File: src/rtl/status_excl_monitor_if.sv
// Status-flag bus between an FP datapath (master) and the exclusion monitor (slave).
// Carries the sampled flags, the clear strobe and every monitor result.
interface status_excl_monitor_if #(
    parameter int STATUS_W  = 8,
    parameter int NUM_FLAGS = 6,
    parameter int CNT_W     = 16
) ();
    localparam int IDX_W = (NUM_FLAGS > 1) ? $clog2(NUM_FLAGS) : 1;

    logic                 status_valid;
    logic [STATUS_W-1:0]  status;
    logic                 clear;
    logic                 viol_pulse;
    logic [NUM_FLAGS-1:0] viol_flags;
    logic                 sticky_fail;
    logic                 first_valid;
    logic [IDX_W-1:0]     first_i;
    logic [IDX_W-1:0]     first_j;
    logic [CNT_W-1:0]     first_cycle;
    logic [CNT_W-1:0]     viol_count;
    logic [CNT_W-1:0]     sample_count;

    modport master (
        output status_valid, status, clear,
        input  viol_pulse, viol_flags, sticky_fail, first_valid,
        input  first_i, first_j, first_cycle, viol_count, sample_count
    );

    modport slave (
        input  status_valid, status, clear,
        output viol_pulse, viol_flags, sticky_fail, first_valid,
        output first_i, first_j, first_cycle, viol_count, sample_count
    );
endinterface

File: src/rtl/status_excl_monitor.sv
// Checks configurable mutually-exclusive status-flag pairs; optional STATUS_EXCL_MONITOR_DISPLAY_EN prints violations.
// Latency: results registered, visible one cycle after the accepted sample.
// Backpressure: none; a valid sample is accepted every cycle, clear discards a coincident sample.
module status_excl_monitor #(
    parameter int STATUS_W  = 8,
    parameter int NUM_FLAGS = 6,
    parameter logic [NUM_FLAGS*NUM_FLAGS-1:0] EXCL_MASK = (NUM_FLAGS*NUM_FLAGS)'(36'h0_0043_8F3E),
    parameter int CNT_W     = 16
) (
    input logic                  i_clk,
    input logic                  i_rst,
    status_excl_monitor_if.slave mon_if
);
    localparam int IDX_W = (NUM_FLAGS > 1) ? $clog2(NUM_FLAGS) : 1;
    localparam logic [CNT_W-1:0] CNT_MAX = '1;

    typedef enum logic {CLEAN, FAILED} state_t;

    state_t               r_state;
    state_t               w_state_nxt;
    logic                 r_pulse;
    logic [NUM_FLAGS-1:0] r_flags;
    logic [IDX_W-1:0]     r_fi;
    logic [IDX_W-1:0]     r_fj;
    logic [CNT_W-1:0]     r_fc;
    logic [CNT_W-1:0]     r_vc;
    logic [CNT_W-1:0]     r_sc;

    logic [NUM_FLAGS-1:0] w_flags;
    logic                 w_any;
    logic [IDX_W-1:0]     w_fi;
    logic [IDX_W-1:0]     w_fj;
    logic                 w_accept;
    logic [CNT_W-1:0]     w_sc_inc;
    logic [CNT_W-1:0]     w_vc_inc;

    // Descending scan so the last hit is the lowest i, then lowest j.
    always_comb begin
        w_flags = '0;
        w_fi    = '0;
        w_fj    = '0;
        for (int i = NUM_FLAGS - 2; i >= 0; i--) begin
            for (int j = NUM_FLAGS - 1; j > i; j--) begin
                if (EXCL_MASK[i*NUM_FLAGS+j] && mon_if.status[i] && mon_if.status[j]) begin
                    w_flags[i] = 1'b1;
                    w_flags[j] = 1'b1;
                    w_fi       = IDX_W'(i);
                    w_fj       = IDX_W'(j);
                end
            end
        end
        w_any = |w_flags;
    end

    assign w_accept = mon_if.status_valid && !mon_if.clear;
    assign w_sc_inc = (r_sc == CNT_MAX) ? r_sc : r_sc + 1'b1;
    assign w_vc_inc = (r_vc == CNT_MAX) ? r_vc : r_vc + 1'b1;

    always_comb begin
        w_state_nxt = r_state;
        if (mon_if.clear) begin
            w_state_nxt = CLEAN;
        end else if (w_accept && w_any) begin
            w_state_nxt = FAILED;
        end
    end

    always_ff @(posedge i_clk) begin
        if (i_rst) begin
            r_state <= CLEAN;
        end else begin
            r_state <= w_state_nxt;
        end
    end

    always_ff @(posedge i_clk) begin
        if (i_rst || mon_if.clear) begin
            r_pulse <= 1'b0;
            r_flags <= '0;
            r_fi    <= '0;
            r_fj    <= '0;
            r_fc    <= '0;
            r_vc    <= '0;
            r_sc    <= '0;
        end else if (mon_if.status_valid) begin
            r_pulse <= w_any;
            r_flags <= w_flags;
            r_sc    <= w_sc_inc;
            if (w_any) begin
                r_vc <= w_vc_inc;
            end
            // First-failure fields are frozen once FAILED.
            if (w_any && r_state == CLEAN) begin
                r_fi <= w_fi;
                r_fj <= w_fj;
                r_fc <= r_sc;
            end
        end else begin
            r_pulse <= 1'b0;
            r_flags <= '0;
        end
    end

`ifdef STATUS_EXCL_MONITOR_DISPLAY_EN
    always @(posedge i_clk) begin
        if (!i_rst && w_accept && w_any) begin
            for (int i = 0; i < NUM_FLAGS - 1; i++) begin
                for (int j = i + 1; j < NUM_FLAGS; j++) begin
                    if (EXCL_MASK[i*NUM_FLAGS+j] && mon_if.status[i] && mon_if.status[j]) begin
                        $display("FAIL: flag %0d and flag %0d asserted together (sample_count=%0d)",
                                 i, j, r_sc);
                    end
                end
            end
        end
    end
`endif

    assign mon_if.viol_pulse   = r_pulse;
    assign mon_if.viol_flags   = r_flags;
    assign mon_if.sticky_fail  = (r_state == FAILED);
    assign mon_if.first_valid  = (r_state == FAILED);
    assign mon_if.first_i      = r_fi;
    assign mon_if.first_j      = r_fj;
    assign mon_if.first_cycle  = r_fc;
    assign mon_if.viol_count   = r_vc;
    assign mon_if.sample_count = r_sc;
endmodule

File: src/flat_wrapper.sv
// flat-port wrapper written by rule: the top's interface ports become plain ports
module status_excl_monitor_flat 
#(
    parameter int STATUS_W  = 8,
    parameter int NUM_FLAGS = 6,
    parameter logic [NUM_FLAGS*NUM_FLAGS-1:0] EXCL_MASK = (NUM_FLAGS*NUM_FLAGS)'(36'h0_0043_8F3E),
    parameter int CNT_W     = 16
)
  (i_clk, i_rst, mon_if_status_valid, mon_if_status, mon_if_clear, mon_if_viol_pulse, mon_if_viol_flags, mon_if_sticky_fail, mon_if_first_valid, mon_if_first_i, mon_if_first_j, mon_if_first_cycle, mon_if_viol_count, mon_if_sample_count);
  status_excl_monitor_if #(.STATUS_W(STATUS_W), .NUM_FLAGS(NUM_FLAGS), .CNT_W(CNT_W)) mon_if_i ();
  input logic i_clk;
  input logic i_rst;
  input wire logic [$bits(mon_if_i.status_valid)-1:0] mon_if_status_valid;
  input wire logic [$bits(mon_if_i.status)-1:0] mon_if_status;
  input wire logic [$bits(mon_if_i.clear)-1:0] mon_if_clear;
  output wire logic [$bits(mon_if_i.viol_pulse)-1:0] mon_if_viol_pulse;
  output wire logic [$bits(mon_if_i.viol_flags)-1:0] mon_if_viol_flags;
  output wire logic [$bits(mon_if_i.sticky_fail)-1:0] mon_if_sticky_fail;
  output wire logic [$bits(mon_if_i.first_valid)-1:0] mon_if_first_valid;
  output wire logic [$bits(mon_if_i.first_i)-1:0] mon_if_first_i;
  output wire logic [$bits(mon_if_i.first_j)-1:0] mon_if_first_j;
  output wire logic [$bits(mon_if_i.first_cycle)-1:0] mon_if_first_cycle;
  output wire logic [$bits(mon_if_i.viol_count)-1:0] mon_if_viol_count;
  output wire logic [$bits(mon_if_i.sample_count)-1:0] mon_if_sample_count;
  assign mon_if_i.status_valid = mon_if_status_valid;
  assign mon_if_i.status = mon_if_status;
  assign mon_if_i.clear = mon_if_clear;
  assign mon_if_viol_pulse = mon_if_i.viol_pulse;
  assign mon_if_viol_flags = mon_if_i.viol_flags;
  assign mon_if_sticky_fail = mon_if_i.sticky_fail;
  assign mon_if_first_valid = mon_if_i.first_valid;
  assign mon_if_first_i = mon_if_i.first_i;
  assign mon_if_first_j = mon_if_i.first_j;
  assign mon_if_first_cycle = mon_if_i.first_cycle;
  assign mon_if_viol_count = mon_if_i.viol_count;
  assign mon_if_sample_count = mon_if_i.sample_count;
  status_excl_monitor #(.STATUS_W(STATUS_W), .NUM_FLAGS(NUM_FLAGS), .EXCL_MASK(EXCL_MASK), .CNT_W(CNT_W)) u_core (.i_clk(i_clk), .i_rst(i_rst), .mon_if(mon_if_i));
endmodule
File: config.mk
export PLATFORM = sky130hd
export DESIGN_NAME = status_excl_monitor_flat
export DESIGN_NICKNAME = d
export VERILOG_FILES = /design/src/rtl/status_excl_monitor_if.sv /design/src/rtl/status_excl_monitor.sv /design/src/flat_wrapper.sv
export SDC_FILE = /design/constraint.sdc
export NUM_CORES = 1
export LEC_CHECK = 0
export BUFFER_PORTS_ARGS = -buffer_cell sky130_fd_sc_hd__buf_2
export CAP_MARGIN = 20
export CORE_MARGIN = 8
export CORE_UTILIZATION = 50
export CTS_BUF_LIST = sky130_fd_sc_hd__clkbuf_4
export CTS_CLUSTER_DIAMETER = 200
export DETAILED_ROUTE_END_ITERATION = 10
export PLACE_DENSITY = 0.74
export REMOVE_ABC_BUFFERS = 1
export SETUP_SLACK_MARGIN = 0.15
export SLEW_MARGIN = 10
export SYNTH_ARGS = -nofsm -noshare
export SYNTH_HDL_FRONTEND = slang
export SYNTH_SLANG_ARGS = --single-unit
File: constraint.sdc
create_clock -name i_clk -period 6.1 [get_ports i_clk]
set_input_delay 1.22 -clock i_clk [delete_from_list [all_inputs] [get_ports i_clk]]
set_output_delay 1.22 -clock i_clk [all_outputs]
set_load 0.02 [all_outputs]
# [Yosys cells after proc, flatten, opt, wreduce, memory -nomap -nowiden]
# Cells that the tools add are included.
[classes] n_reduce_logical=24 n_eq_ne=2 muxes=47 n_bitwise=4 addsub=2
[ops] operator="two-way mux 3 bit" n=25
[ops] operator="adder 16 x 1 -> 16 bit (second input constant)" n=2
[ops] operator="equality test 16 bit (second input constant)" n=2
[ops] operator="two-way mux 1 bit" n=17
[ops] operator="logical AND 1 bit" n=16
[ops] operator="two-way mux 2 bit" n=5
[ops] operator="OR reduction 6 bit" n=1
[ops] operator="inverter 1 bit" n=4
[ops] operator="AND reduction 2 bit" n=2
[ops] operator="OR reduction 2 bit" n=2
[ops] operator="AND reduction 3 bit" n=1
[ops] operator="zero test 1 bit" n=1
[ops] operator="logical OR 1 bit" n=1
[totals] output_inout_bits=63 reg_bits=62

# [Logic depth before layout (Yosys ltp)]
# Gate-level depths: netlist of the first run.
[depth] word_depth=14 depth_mapped=8 mapped_depth_nobuf=6

# [Least setup slack after synthesis of the first run]
# Ideal clock, no wire load.
[synth_timing] kind="input-to-reg" start="input port mon_if_status[0]" end="register u_core.r_vc[5], in the netlist u_core.mon_if.viol_count[5]" required_ps=6029 slack_ps=3234 setup_ps=71 t_arrival_ps=2796 n_path_buf=2 path_stages=7 cell_sequence="clkbuf_1 -> a2111o_1 -> a31oi_1 -> clkbuf_1 -> or2_2 -> or4_1 -> a21oi_1"
[synth_via] elab_chain_cells=8 elab_cells_between_ends=16 classes_between="mux (9); reduce/logical (7)"
[synth_rtl] item="from (decl)" line="flat_wrapper.sv:14" source="input wire logic [$bits(mon_if_i.status)-1:0] mon_if_status;"
[synth_rtl] item="logical AND 1 bit" line="status_excl_monitor.sv:44" source="if (EXCL_MASK[i*NUM_FLAGS+j] && mon_if.status[i] && mon_if.status[j]) begin"
[synth_rtl] item="two-way mux 1 bit (4 in a row)" line="status_excl_monitor.sv:44"
[synth_rtl] item="two-way mux 2 bit" line="status_excl_monitor.sv:44"
[synth_rtl] item="OR reduction 6 bit *" line="status_excl_monitor.sv:52" source="w_any = |w_flags;"
[synth_rtl] item="AND reduction 3 bit (no source line) *"
[synth_rtl] item="to (signal assigned)" line="status_excl_monitor.sv:90" source="r_vc <= w_vc_inc;"
[synth_rtl] item="to (decl)" line="status_excl_monitor.sv:26" source="logic [CNT_W-1:0] r_vc;"
# Mark *: on every way between the ends. The rest lies on a longest branch, timed or not.
# A chain may end at the register's enable or synchronous reset.

# [Worst setup path after layout of the first run]
[layout_timing] start="input port mon_if_status[2]" end="register u_core.r_fi[0], in the netlist u_core.mon_if.first_i[0]"
[layout_via] elab_chain_cells=13 elab_cells_between_ends=34 classes_between="mux (26); reduce/logical (8)"
[layout_rtl] item="logical AND 1 bit" line="status_excl_monitor.sv:44"
[layout_rtl] item="two-way mux 3 bit (12 in a row)" line="status_excl_monitor.sv:44"
[layout_rtl] item="to (signal assigned)" line="status_excl_monitor.sv:94" source="r_fi <= w_fi;"
[layout_rtl] item="to (decl)" line="status_excl_monitor.sv:23" source="logic [IDX_W-1:0] r_fi;"
# Parallel ways exist; a longest one is shown, timed or not.

==> results of run 1 <==
[power breakdown]
part           leakage [nW]  switching, mW  internal (mW)
logic                 0.759         0.0415         0.0157
clock network        0.0570          0.135         0.0801
registers             0.493        0.00256          0.402
[metal layers]
layer  wire length [um]  vias up  GRT usage  part of all wire
met2               3064       70     0.2681              0.46
met3                514       11    0.05736             0.076
met1               3057     1204     0.1917              0.45
met5                  0        -          0                 0
li1                   -     1303          -                 -
met4                 96        0    0.09293             0.014
[per-stage QoR]
stage                       util  instance area (um^2)  power (mW)
final                     0.5952                  3197      0.6765
after global routing      0.5952                  3197      0.7088
after CTS                 0.5952                  3197      0.6834
after detailed placement  0.5779                  3104      0.4706
after global placement    0.5779                  3104      0.4697
after floorplan                -                  2646      0.4467
[cells by family after synthesis]
logic type	count (synthesis)	share of synthesized area
buffers and inverters	27	0.03989
other	1	0.001374
multiplexers	4	0.01467
AO/OA/AOI/OAI	64	0.1568
XOR/XNOR	17	0.05456
AND/OR/NAND/NOR	153	0.2760
adder cells (fa/ha/maj)	2	0.009169
flip-flops	61	0.4475
[registers in the layout, summed over array words and instances, names as in the netlist]
signal	cells
u_core.mon_if.viol_flags	6
u_core.mon_if.sample_count	16
u_core.mon_if.first_i	2
u_core.mon_if.first_valid	1
u_core.mon_if.first_cycle	16
u_core.mon_if.viol_pulse	1
u_core.mon_if.first_j	3
u_core.mon_if.viol_count	16
[worst min-delay path, stage by stage, from the launching register on]
cell     delay (ns)
dfxtp_1        0.31
nand2_1        0.05
a21oi_1        0.05
[cells in the mapped netlist (all sizes together) (2+ instances only)]
cell | n | area [um^2]
and3 | 5 | 32.53
a2111oi | 2 | 17.52
nor4b | 2 | 17.52
xor2 | 8 | 70.07
or2 | 5 | 31.28
a21oi | 30 | 150.1
nor4 | 5 | 31.28
nor3 | 11 | 55.05
o211ai | 4 | 30.03
o2111ai | 2 | 17.52
mux2i | 4 | 40.04
or3 | 7 | 43.79
a31oi | 5 | 31.28
a41o | 2 | 21.27
clkbuf | 17 | 63.81
o41ai | 2 | 17.52
o31ai | 3 | 22.52
o21ai | 3 | 15.01
and4 | 3 | 26.28
nand4 | 6 | 43.79
o311a | 3 | 30.03
buf | 3 | 18.76
dfxtp | 61 | 1221
nor2 | 36 | 135.1
ha | 2 | 25.02
nand3 | 10 | 50.05
or4 | 9 | 72.57
xnor2 | 9 | 78.83
nand2 | 51 | 191.4
inv | 7 | 26.28
[area by class of cell]
cell class,count,area share
multi-input cells,241,0.4391
flip-flops and latches,61,0.3820
well taps,72,0.02818
repair buffers,72,0.1135
clock inverters,4,0.005479
inverters,7,0.008219
clock buffers,10,0.02348
[how the worst max path moves through the flow]
stage	slack, ns	cells past startpoint	to	from
3_3_place_gp	2.26	6	u_core.mon_if.first_i[0]$_SDFFE_PP0P_	mon_if_status[2]
2_1_floorplan	2.92	5	u_core.mon_if.first_i[1]$_SDFFE_PP0P_	mon_if_status[2]
6_report	2.64	6	u_core.mon_if.first_i[0]$_SDFFE_PP0P_	mon_if_status[2]
4_1_cts	2.70	6	u_core.mon_if.first_i[0]$_SDFFE_PP0P_	mon_if_status[2]
5_1_grt	2.42	6	u_core.mon_if.first_i[0]$_SDFFE_PP0P_	mon_if_status[2]
3_5_place_dp	2.26	6	u_core.mon_if.first_i[0]$_SDFFE_PP0P_	mon_if_status[2]
==> results.toml, run 1 <==
[outcome]
status = "complete, no violations"

[timing]
fmax_mhz = 289.3
period_minus_slack_ns = 3.457
fin_setup_tns_ns = 0
fin_ws_ns = 2.643
slew_violations = 0
hold_ws_ns = 0.4549
rsz0062_at_grt = "no"
worstMarginPinSlew_ns = 1.049
fin_skew_ns = 0.005799
slew_headroom = 0.3004
finalSetupViolCount = 0
hold_violations = 0
fin_crit_sh = 0.5667

[clock_network]
path_clk_slew_ns = 0.09
cts_setup_buffers = 0
h-tree-depth = 3
cts_resized = 0
hold_buffers = 0
cts_buffer_depth = 2
cts_root_buf = "clkbuf_4"
clock-sinks = 61
cts_tree = "yes"
clock_latency_ns = 0.39
cts_made_buffers = 9

[drt]
drtPass1Iterations = 4
drt-total-wl_mm = 6.733
via_count = 2588
postRouteAntennaNets = 0
viasPerCell = 5.542
drtIter0Drc = 139
wl_per_cell_um = 14.42
drc = 0

[pwr]
power.density_nw_per_um2 = 211.6
power_leakage_nw = 1.308
ir_drop_v = 0.0001419

[synth]
synth-seq-cells = 61
synthDistinctLibCells = 48
async_reset_ff_frac = 0
netlist_instances = 329
avgSynthCellArea_um2 = 8.294
synth_area_um2 = 2729
synth_edf_count = 0
yosys_warnings = 0
synthFlopType = "dfxtp_1"
synth_seq_area_share = 0.4475

[final_layout]
stdcell_count = 467
fin_nets = 406
final_cell_mix = "buf_2 (71), dfxtp_1 (61), nand2_1 (51), nor2_1 (36), a21oi_1 (30)"
nFillCells = 529
mostFrequentLayoutCell = "buf_2"
n_antenna_cell = 0
seqCellArea_um2 = 1221
area_delta_synth_final_pct = 17.15
drive_gt1_frac = 0.2456
multi_input_area_um2 = 1404

[setup_path]
cp_slowest_cell = "a31oi_1"
cp_max_fo = 22
r2r-end = "u_core.mon_if.viol_count[15]$_SDFFE_PP0P_"
cp.buffers_inverters = 1
cp-start-kind = "input port"
worst_setup_path_end_kind = "flip-flop"
path_class = "input port to flip-flop"
r2r-start = "u_core.mon_if.viol_count[2]$_SDFFE_PP0P_"
slowest_delay_ns = 0.78
worstPathRequired_ns = 6.33
path_cells = "buf_2 > or3_1 > a31oi_1 > or3_1 > or4_1 > a21oi_1"
cpMostUsedCell = "or3_1"
cp.arrival_ns = 3.69
critPathTopFamily = "simple AND/OR/NAND/NOR gates"
ff2ff_path_depth = 5
rrSetupSlack_ns = 3.73

[die]
rows = 27
dieArea_um2 = 8078
die_h_um = 89.88
initial_core_util = 0.5080
ioPinCount = 75
core_um2 = 5371
fp.dieW_um = 89.88

[placement]
dp_hpwl_mm = 4.591
portBuffers = 71
dp_slack_ns = 2.261
placedCellCount = 453
gp_congestion = 0.7949

[global_routing]
antenna_found_initial = 0
grt_pass1_vias = 2484
grt_max_degree = 55
grt_usage = 0.1675
grt_overflow_total = 0
grt_pass1_wl_mm = 11.46

[hold_path]
min_from = "u_core.mon_if.first_cycle[14]$_SDFFE_PP0P_"
hold_depth = 2
hp-class = "flip-flop to flip-flop"
min_to = "u_core.mon_if.first_cycle[14]$_SDFFE_PP0P_"

[flow_run]
cap_violations = 0
Power figures use the tool's default switching activity.
==> run 2, diff against run 1 <==
CORE_UTILIZATION = 49   (was 50)
PLACE_DENSITY = 0.75   (was 0.74)
clock period = 3.1 ns   (was 6.1 ns; I/O delays follow)
==> results.toml, run 2 (same netlist as run 1, synthesis figures left out) <==
[pwr]
ir_drop_v = 0.0002993
power_leakage_nw = 1.343
power.density_nw_per_um2 = 440.4
power.total_mw = 1.440

[hold_path]
min_from = "u_core.mon_if.first_i[1]$_SDFFE_PP0P_"
hp-class = "flip-flop to flip-flop"
hold_depth = 2
min_to = "u_core.mon_if.first_i[1]$_SDFFE_PP0P_"

[drt]
via_count = 2596
wl_per_cell_um = 14.28
viasPerCell = 5.477
drt-total-wl_mm = 6.768
drc = 0
drtPass1Iterations = 4
postRouteAntennaNets = 0
drtIter0Drc = 110

[clock_network]
clock_latency_ns = 0.40
path_clk_slew_ns = 0.10
cts_tree = "yes"
cts_setup_buffers = 0
cts_buffer_depth = 2
cts_resized = 0
h-tree-depth = 3
cts_root_buf = "clkbuf_4"
hold_buffers = 0
cts_made_buffers = 9
clock-sinks = 61

[placement]
portBuffers = 71
gp_congestion = 0.8130
placedCellCount = 458
dp_hpwl_mm = 4.864
placed_cell_area_um2 = 3142

[die]
initial_core_util = 0.5017
dieArea_um2 = 8213
die_h_um = 90.63
fp.dieW_um = 90.63
rows = 27
ioPinCount = 75
core_um2 = 5439

[global_routing]
met3_usage = 0.05403
grt_util_met2 = 0.2582
busiest_layer = "met2"
antenna_found_initial = 0
grt_overflow_total = 0
use_met1 = 0.2007
grt_usage = 0.1640
grt_max_degree = 41
grt_pass1_wl_mm = 11.39
grt_pass1_vias = 2478

[final_layout]
drive_gt1_frac = 0.2562
postLayoutCellArea_um2 = 3271
fin_nets = 411
area_delta_synth_final_pct = 19.85
final_cell_mix = "buf_2 (71), dfxtp_1 (61), nand2_1 (51), nor2_1 (36), a21oi_1 (30)"
fin_util = 0.6013
stdcell_count = 474
n_antenna_cell = 0
mostFrequentLayoutCell = "buf_2"

[timing]
rsz0062_at_grt = "no"
slew_headroom = 0.4962
fin_crit_sh = 0.7598
fmax_mhz = 424.6
slew_violations = 0
finalSetupViolCount = 0
period_minus_slack_ns = 2.355
hold_violations = 0
worstMarginPinSlew_ns = 0.7558
fin_setup_tns_ns = 0
fin_skew_ns = 0.009236

[setup_path]
worstPathRequired_ns = 3.42
r2r-end = "u_core.mon_if.viol_count[15]$_SDFFE_PP0P_"
cp_slowest_cell = "or4_1"
critPathTopFamily = "simple AND/OR/NAND/NOR gates"
cp.arrival_ns = 2.68
cp.buffers_inverters = 0
worst_setup_path_end_kind = "flip-flop"
path_class = "flip-flop to flip-flop"
cpMostUsedCell = "or4_1"
cp_max_fo = 6
slowest_delay_ns = 0.53
rrSetupSlack_ns = 0.74
path_cells = "nand4_1 > or4_1 > or4_4 > or4_1 > a21oi_1"
cp-start-kind = "flip-flop"
r2r-start = "u_core.mon_if.viol_count[2]$_SDFFE_PP0P_"
ff2ff_path_depth = 5

[outcome]
status = "complete, no violations"

[flow_run]
cap_violations = 0
-- run 2: cell types whose count changed in the layout (fill, tap and decap cells not counted) --
cell	before	now
buf_4	1	6
bufinv_16	0	1
clkinv_1	2	3
clkinv_2	2	1
clkinvlp_4	0	1
-- run 2: tightest hold or removal path: stages, from the launching register on --
cell and delay (ns):
dfxtp_1 0.32, nand2_1 0.05, a21oi_1 0.05
-- run 2: power by group --
| part | total, mW | internal [mW] | switching [mW] | leakage [nW] |
|---|---|---|---|---|
| clock network | 0.527 | 0.246 | 0.281 | 0.0689 |
| logic | 0.118 | 0.0354 | 0.0822 | 0.782 |
| registers | 0.796 | 0.791 | 0.00511 | 0.493 |
| total | 1.44 | 1.07 | 0.368 | 1.34 |
-- run 2: cell type report --
type | instances | area [um^2]
multi-input cells | 241 | 1404
repair buffers | 77 | 400.4
clock inverters | 6 | 53.80
flip-flops and latches | 61 | 1221
clock buffers | 10 | 75.07
inverters | 7 | 26.28
fillers | 520 | 2168
well taps | 72 | 90.09
-- run 2: worst max-delay path by stage --
| stage | from | to | cells past startpoint |
|---|---|---|---|
| final | u_core.mon_if.viol_count[2]$_SDFFE_PP0P_ | u_core.mon_if.viol_count[15]$_SDFFE_PP0P_ | 5 |
| after floorplan | mon_if_status[2] | u_core.mon_if.first_i[1]$_SDFFE_PP0P_ | 5 |
| after detailed placement | mon_if_status[2] | u_core.mon_if.viol_count[14]$_SDFFE_PP0P_ | 7 |
| after global routing | u_core.mon_if.viol_count[2]$_SDFFE_PP0P_ | u_core.mon_if.viol_count[15]$_SDFFE_PP0P_ | 5 |
| after CTS | u_core.mon_if.viol_count[2]$_SDFFE_PP0P_ | u_core.mon_if.viol_count[15]$_SDFFE_PP0P_ | 5 |
| after global placement | mon_if_status[2] | u_core.mon_if.viol_count[14]$_SDFFE_PP0P_ | 7 |
-- run 2: per-stage QoR --
step | worst slack (ns) | hold slack, ns
6_report | 0.7446 | 0.4560
5_1_grt | 0.6347 | 0.4858
4_1_cts | 0.7495 | 0.4578
3_5_place_dp | 0.5339 | 0.4431
3_3_place_gp | 0.6127 | 0.4404
2_1_floorplan | 0.5176 | 0.5303
-- run 2: layer usage --
metal / up-vias / share of wire
met3: 8 / 0.059
met5: - / 0
li1: 1323 / -
met2: 68 / 0.45
met4: 0 / 0.017
met1: 1197 / 0.48
==> run 3, diff against run 2 <==
CORE_UTILIZATION = 50   (was 49)
PLACE_DENSITY = 0.74   (was 0.75)
clock period = 2.4 ns   (was 3.1 ns; I/O delays follow)
==> results.toml, run 3 (same netlist as run 1, synthesis figures left out) <==
[outcome]
status = "complete, no violations"

[setup_path]
path_class = "flip-flop to flip-flop"
cp_slowest_cell = "or4_4"
cp_max_fo = 5
slowest_delay_ns = 0.53
worst_setup_path_end_kind = "flip-flop"
worstPathRequired_ns = 2.73
cp.arrival_ns = 2.50
cp-start-kind = "flip-flop"
cpMostUsedCell = "or4_1"
path_cells = "nand4_2 > or4_1 > or4_4 > or4_1 > a21oi_1"

[clock_network]
h-tree-depth = 3
cts_made_buffers = 9
cts_setup_buffers = 0
cts_resized = 1
clock-sinks = 61
path_clk_slew_ns = 0.10
cts_tree = "yes"
clock_latency_ns = 0.41
cts_buffer_depth = 2
hold_buffers = 0
cts_root_buf = "clkbuf_4"

[timing]
fin_skew_ns = 0.009118
fmax_mhz = 459.5
fin_crit_sh = 0.9067
period_minus_slack_ns = 2.176
hold_violations = 0
slew_headroom = 0.4171
slew_violations = 0
rsz0062_at_grt = "no"
worstMarginPinSlew_ns = 0.8697
finalSetupViolCount = 0
fin_setup_tns_ns = 0

[final_layout]
drive_gt1_frac = 0.3002
n_antenna_cell = 0
multi_input_area_um2 = 1414
seqCellArea_um2 = 1231
final_cell_mix = "buf_2 (71), dfxtp_1 (55), nand2_1 (51), nor2_1 (36), a21oi_1 (30)"
fin_nets = 422
area_delta_synth_final_pct = 25.13
nFillCells = 460
mostFrequentLayoutCell = "buf_2"

[global_routing]
antenna_found_initial = 0
grt_pass1_vias = 2592
grt_pass1_wl_mm = 12.14
grt_overflow_total = 0
grt_max_degree = 36
grt_usage = 0.1781

[drt]
drtIter0Drc = 126
viasPerCell = 5.563
drc = 0
drtPass1Iterations = 4
wl_per_cell_um = 14.44
drt-total-wl_mm = 7.002
postRouteAntennaNets = 0
via_count = 2698

[die]
rows = 27
ioPinCount = 75
fp.dieW_um = 89.88
core_um2 = 5371
die_h_um = 89.88
initial_core_util = 0.5080
dieArea_um2 = 8078

[flow_run]
cap_violations = 0

[pwr]
power_frac_comb = 0.082
pwr-share-clk = 0.403
p_int_mw = 1.491
ir_drop_v = 0.0003564
power_leakage_nw = 1.418
seq_power_share = 0.515
swShare = 0.2527
power.density_nw_per_um2 = 584.4
p_sw_mw = 0.5043
power.total_mw = 1.995

[placement]
gp_congestion = 0.8484
dp_hpwl_mm = 5.121
portBuffers = 71

[hold_path]
hp-class = "input port to flip-flop"
-- run 3: final timing paths --
path | startpoint | endpoint | slack [ns] | cells after the start
max | u_core.mon_if.viol_count[9]$_SDFFE_PP0P_ | u_core.mon_if.viol_count[15]$_SDFFE_PP0P_ | 0.22 | 5
max reg2reg | u_core.mon_if.viol_count[9]$_SDFFE_PP0P_ | u_core.mon_if.viol_count[15]$_SDFFE_PP0P_ | 0.22 | 5
min | mon_if_clear | u_core.mon_if.viol_count[11]$_SDFFE_PP0P_ | 0.36 | 3
min reg2reg | u_core.mon_if.first_cycle[15]$_SDFFE_PP0P_ | u_core.mon_if.first_cycle[15]$_SDFFE_PP0P_ | 0.46 | 2
-- run 3: power by group through the flow --
stage	Combinational, mW	Clock (mW)	Sequential, mW
global route	0.180	0.887	1.03
floorplan	0.0715	0	1.06
global placement	0.159	0	1.05
finish	0.164	0.804	1.03
CTS	0.163	0.824	1.03
detailed placement	0.162	0	1.05
-- run 3: worst max-delay path, delay by kind of cell, from the launching register on --
kind	cells	cell delay [ns]
simple gates	4	1.57
compound gates	1	0.16
flops	1	0.37
-- run 3: cell type report --
cell class | instances | area share
timing repair buffer | 88 | 0.1451
clock buffer | 9 | 0.01979
sequential | 61 | 0.3606
inverter | 7 | 0.007695
multi-input combinational | 241 | 0.4141
tap | 72 | 0.02638
clock inverter | 7 | 0.02638
-- run 3: per-layer routing --
metal	GRT usage	wire (um)	part of all wire
met5	0	0	0
met4	0.07212	162	0.023
met3	0.07731	613	0.088
met2	0.2779	3240	0.46
met1	0.2092	2986	0.43
-- run 3: stage by stage --
stage,hold WS (ns),setup slack [ns],cell area [um^2],util,std cells
floorplan,0.5303,-0.04244,2646,-,309
global placement,0.4388,0.09475,3237,0.6026,469
detailed placement,0.4437,0.05602,3237,0.6026,469
CTS,0.3421,0.1640,3396,0.6322,485
global route,0.3640,0.1605,3415,0.6357,485
finish,0.3633,0.2239,3415,0.6357,485
